### config.mk
export PLATFORM = sky130hd
export DESIGN_NAME = instruction_fetch
export DESIGN_NICKNAME = d
export VERILOG_FILES = /design/src/rtl/instruction_fetch.sv
export SDC_FILE = /design/constraint.sdc
export NUM_CORES = 1
export LEC_CHECK = 0
export ABC_AREA = 1
export CORE_ASPECT_RATIO = 1.25
export CORE_MARGIN = 8
export CORE_UTILIZATION = 49
export DETAILED_ROUTE_END_ITERATION = 7
export GPL_ROUTABILITY_DRIVEN = 0
export PLACE_DENSITY = 0.94
export SLEW_MARGIN = 20
export SYNTH_ARGS = -nofsm -noshare
export SYNTH_HDL_FRONTEND = slang
export SYNTH_SLANG_ARGS = --single-unit
### constraint.sdc
create_clock -name clk -period 4 [get_ports clk]
set_clock_uncertainty 0.1 [all_clocks]
set_input_delay 1.2 -clock clk [delete_from_list [all_inputs] [get_ports clk]]
set_output_delay 1.2 -clock clk [all_outputs]
set_load 0.01 [all_outputs]
### src/rtl/instruction_fetch.sv
// Instruction fetch stage: PC register, combinational instruction-memory addressing
// and the IF/ID pipeline register with stall, flush and redirect handling.
module instruction_fetch #(
    parameter logic [31:0] RESET_PC = 32'h0000_0000
) (
    input  logic        clk,
    input  logic        rst,
    input  logic        stall,
    input  logic        flush,
    input  logic        redirect,
    input  logic [31:0] redirect_pc,
    output logic [9:0]  imem_addr,
    input  logic [31:0] imem_data,
    output logic [31:0] pc,
    output logic [31:0] if_id_instr,
    output logic [31:0] if_id_pc4,
    output logic        if_id_valid,
    output logic        addr_err,
    output logic [31:0] fetch_count
);

    // Instruction space is 4 KB; any PC above it aliases into imem and is flagged.
    function automatic logic out_of_range(input logic [31:0] addr);
        return (addr[31:12] != 20'h0_0000);
    endfunction

    logic [31:0] pc_r;
    logic [31:0] instr_r;
    logic [31:0] pc4_r;
    logic        valid_r;
    logic        err_r;
    logic [31:0] count_r;

    logic [31:0] pc_plus4_s;
    logic [31:0] target_s;
    logic [31:0] pc_nxt_s;
    logic [31:0] instr_nxt_s;
    logic [31:0] pc4_nxt_s;
    logic        valid_nxt_s;
    logic        err_nxt_s;
    logic [31:0] count_nxt_s;

    // Next-state selection, priority redirect > stall > flush > normal fetch
    always_comb begin
        pc_plus4_s  = pc_r + 32'd4;
        target_s    = {redirect_pc[31:2], 2'b00};
        pc_nxt_s    = pc_r;
        instr_nxt_s = instr_r;
        pc4_nxt_s   = pc4_r;
        valid_nxt_s = valid_r;
        err_nxt_s   = err_r;
        count_nxt_s = count_r;
        if (redirect) begin
            pc_nxt_s    = target_s;
            instr_nxt_s = 32'h0000_0000;
            pc4_nxt_s   = 32'h0000_0000;
            valid_nxt_s = 1'b0;
            err_nxt_s   = err_r | (redirect_pc[1:0] != 2'b00) | out_of_range(target_s);
        end else if (stall) begin
            if (flush) begin
                instr_nxt_s = 32'h0000_0000;
                pc4_nxt_s   = 32'h0000_0000;
                valid_nxt_s = 1'b0;
            end else begin
                instr_nxt_s = instr_r;
                pc4_nxt_s   = pc4_r;
                valid_nxt_s = valid_r;
            end
        end else if (flush) begin
            pc_nxt_s    = pc_plus4_s;
            instr_nxt_s = 32'h0000_0000;
            pc4_nxt_s   = 32'h0000_0000;
            valid_nxt_s = 1'b0;
            err_nxt_s   = err_r | out_of_range(pc_plus4_s);
        end else begin
            pc_nxt_s    = pc_plus4_s;
            instr_nxt_s = imem_data;
            pc4_nxt_s   = pc_plus4_s;
            valid_nxt_s = 1'b1;
            count_nxt_s = count_r + 32'd1;
            err_nxt_s   = err_r | out_of_range(pc_plus4_s);
        end
    end

    // State registers with synchronous reset that discards in-flight IF/ID contents
    always_ff @(posedge clk) begin
        if (rst) begin
            pc_r    <= RESET_PC;
            instr_r <= 32'h0000_0000;
            pc4_r   <= 32'h0000_0000;
            valid_r <= 1'b0;
            err_r   <= 1'b0;
            count_r <= 32'h0000_0000;
        end else begin
            pc_r    <= pc_nxt_s;
            instr_r <= instr_nxt_s;
            pc4_r   <= pc4_nxt_s;
            valid_r <= valid_nxt_s;
            err_r   <= err_nxt_s;
            count_r <= count_nxt_s;
        end
    end

    assign imem_addr   = pc_r[11:2];
    assign pc          = pc_r;
    assign if_id_instr = instr_r;
    assign if_id_pc4   = pc4_r;
    assign if_id_valid = valid_r;
    assign addr_err    = err_r;
    assign fetch_count = count_r;

endmodule

==> results.md <==
* Worst hold slack at 0.361 ns
* I/O Pins at 209
* Cells along the critical path: clkdlybuf4s50_1 > inv_1 > nand2_2 > nor2_4 > nand4_2 > nor2_4 > nand4_2 > inv_2 > nand3_2 > a21oi_1 > o21a_1
* Crit start category: input pin
* Max-Cap Viols at 0
* Antenna violations before repair at 0
* Status: finished clean
* Final HPWL DP at 15600 um
* Share of cells above drive strength 1 at 5.19%
* Worst slew margin at 49.6%
* Drc violations at 0
* Final min period at 3.04 ns
* Synth cell types at 34
* Die area at 16100 um2
* Num CTS Buffers at 17
* Final WL at 22100 um
* Synthesized area at 6030 um2
* Critical path class: input pin to register
* EDFF count, synth at 0
* Total GRT Usage at 27.0%
* Mean Syn Cell Area at 6.69 um2
* DRT Pass-1 Iters at 7
* Delay-heaviest family, CP: simple AND/OR/NAND/NOR gates
* Drt via density at 5.55
* CP max stage cell: clkdlybuf4s50_1
* Fin crit share at 76.1%
* Diodes inserted at 0
* Max stage delay on crit path at 0.49 ns
* Root Driver: clkbuf_16
* Final core occ at 72.2%
* Leak at 3.16 nW
* Min-Delay Path Class: register to register
* Final Hold Viols at 0
* Final Setup Violations at 0
* Nets at 1156
* RSZ-0062 raised after global routing: no
* Setup TNS at 0 ns
* TritonCTS clock tree: yes
* Peak supply drop at 0.000262 V
* DR iter-0 viols at 671
* Routed wire per std cell at 17.5 um
* Post-CTS setup buffer count at 0
* Hold_buf cts at 0
* Max Fclk at 329 MHz
* Yosys warns at 0
* Remaining antenna violation count at 0
* Largest net degree at the start of global routing at 63
* Die W at 115 um
* Crit. End Element: register
* CP Buf/Inv Count at 3
* CP max FO at 14
* Predominant post-synthesis flop cell: dfxtp_1
* Core region area at 12100 um2
* Vias in the first global route at 6725
* Post-DP Area at 8130 um2
* Cell count after synthesis at 902
* Total grt overflow at 0
* Worst-Margin Slew at 0.754 ns
* # rows at 45
* CTS H-tree depth at 4
* Required @ worst endpoint at 4.27 ns
* Dpl ws at 0.594 ns
* Sequential element share of the synthesized area at 41.8%
* Clock sink count at 126
* Port-buffer cells at 204
* Skew-Pair Late Insertion Delay at 0.42 ns
* Clk slew on worst S/H paths at 0.06 ns
* Global-route wire length before repair at 34300 um
* PwrDens at 373 nW/um2
* Die H at 140 um
* Flop-to-flop setup slack at 1.38 ns
* Asr flop ratio synth at 0%
* FF+latch count, synth at 126
* Crit path DAT at 3.31 ns
* Clock Tree Buf Depth at 2
* Area Growth Syn to Fin at 44.8%
* Resized Gates After CTS at 0
* Post-route setup slack at 0.957 ns
* Design area at 8740 um2
* Initial cell density of the core at 49.9%
* Via count at 7003
* Max Transition Viols Final at 0
## layout make-up
| cell class | count | area [um2] |
|---|---|---|
| clock buffer | 18 | 439 |
| multi-input combinational | 659 | 3040 |
| clock inverter | 14 | 171 |
| inverter | 70 | 263 |
| sequential | 126 | 2520 |
| timing repair buffer | 211 | 2090 |
| tap | 164 | 205 |
| fill | 948 | 3370 |
## power breakdown
group	internal [mW]	total (mW)	switching, mW
registers	1.28	1.32	0.0387
logic	0.160	0.333	0.173
clock network	0.960	1.60	0.640
## cell usage in the layout (no fill, tap or decap), drive strengths merged
cell	instances
inv	79
conb	4
a311oi	1
nand2	336
nor3	18
bufinv	2
o211ai	1
and2	1
nor4	11
a31oi	27
a21boi	1
dfxtp	126
xnor2	9
clkinv	2
nand3	27
nor2	76
o21ai	27
nand3b	7
clkinvlp	1
a211oi	1
nand4	11
o21a	3
a221oi	2
clkbuf	18
or2	1
clkdlybuf4s50	204
xor2	7
a21oi	86
buf	7
ha	2
## registers in the layout, indices dropped and copies added (netlist names)
name,cells
fetch_count,32
if_id_instr,32
if_id_pc4,30
pc,30
addr_err,1
if_id_valid,1
## cells in the mapped netlist, types with 2 or more instances
master | n | area, um2
a21oi_1 | 86 | 430
a221oi_1 | 2 | 17.5
a31oi_1 | 27 | 169
buf_1 | 3 | 11.3
buf_4 | 14 | 105
clkbuf_1 | 33 | 124
dfxtp_1 | 126 | 2520
ha_1 | 2 | 25.0
inv_1 | 69 | 259
nand2_1 | 334 | 1250
nand2_2 | 2 | 12.5
nand3_1 | 26 | 130
nand3b_1 | 7 | 52.6
nand4_1 | 9 | 56.3
nand4_2 | 2 | 25.0
nor2_1 | 69 | 259
nor2_2 | 3 | 18.8
nor2_4 | 4 | 45.0
nor3_1 | 18 | 90.1
nor4_1 | 11 | 68.8
o21a_1 | 3 | 22.5
o21ai_0 | 26 | 130
xnor2_1 | 9 | 78.8
xor2_1 | 7 | 61.3
## through the flow
step / cells / power [mW]
after floorplan: 905 / 1.49
after global placement: 1230 / 1.67
after detailed placement: 1230 / 1.68
after CTS: 1262 / 3.26
after global routing: 1262 / 3.34
final: 1262 / 3.26
## layer usage
layer  share of wire, %  routed length [um]  track usage (%)  vias to the layer above
met5                  0                   0                0                        -
met4                4.4                 982             13.5                        0
met3                 11                2400             6.58                       92
met2                 50               11000             47.5                      453
met1                 35                7700             29.2                     3184
li1                   -                   -                -                     3274
## worst reg2reg max path, delay by kind of cell (launching register included)
kind	cells	cell delay, ns
adders and majority gates	1	0.24
DFF	1	0.45
and+or+nand+nor	12	1.66
AOI/OAI and AO/OA	1	0.06
## cells by family (layout without fill, tap and decap cells)
family | Yosys count | after routing | synth area share, %
simple gates | 488 | 488 | 33.7
compound gates | 149 | 149 | 13.4
flops | 126 | 126 | 41.8
buf+inv | 120 | 313 | 8.34
xor+xnor | 16 | 16 | 2.32
fa+ha+maj | 2 | 2 | 0.415
other cells | 1 | 4 | 0.0621
## final timing paths
| path | start | end | cells past startpoint |
|---|---|---|---|
| setup / recovery | redirect | fetch_count[25]$_SDFFE_PP0P_ | 11 |
| hold / removal | if_id_instr[3]$_SDFFE_PP0P_ | if_id_instr[3]$_SDFFE_PP0P_ | 2 |
| setup reg to reg | pc[2]$_SDFFE_PP0P_ | addr_err$_SDFFE_PP0P_ | 14 |
| hold reg to reg | if_id_instr[3]$_SDFFE_PP0P_ | if_id_instr[3]$_SDFFE_PP0P_ | 2 |
Power figures use the tool's default switching activity.
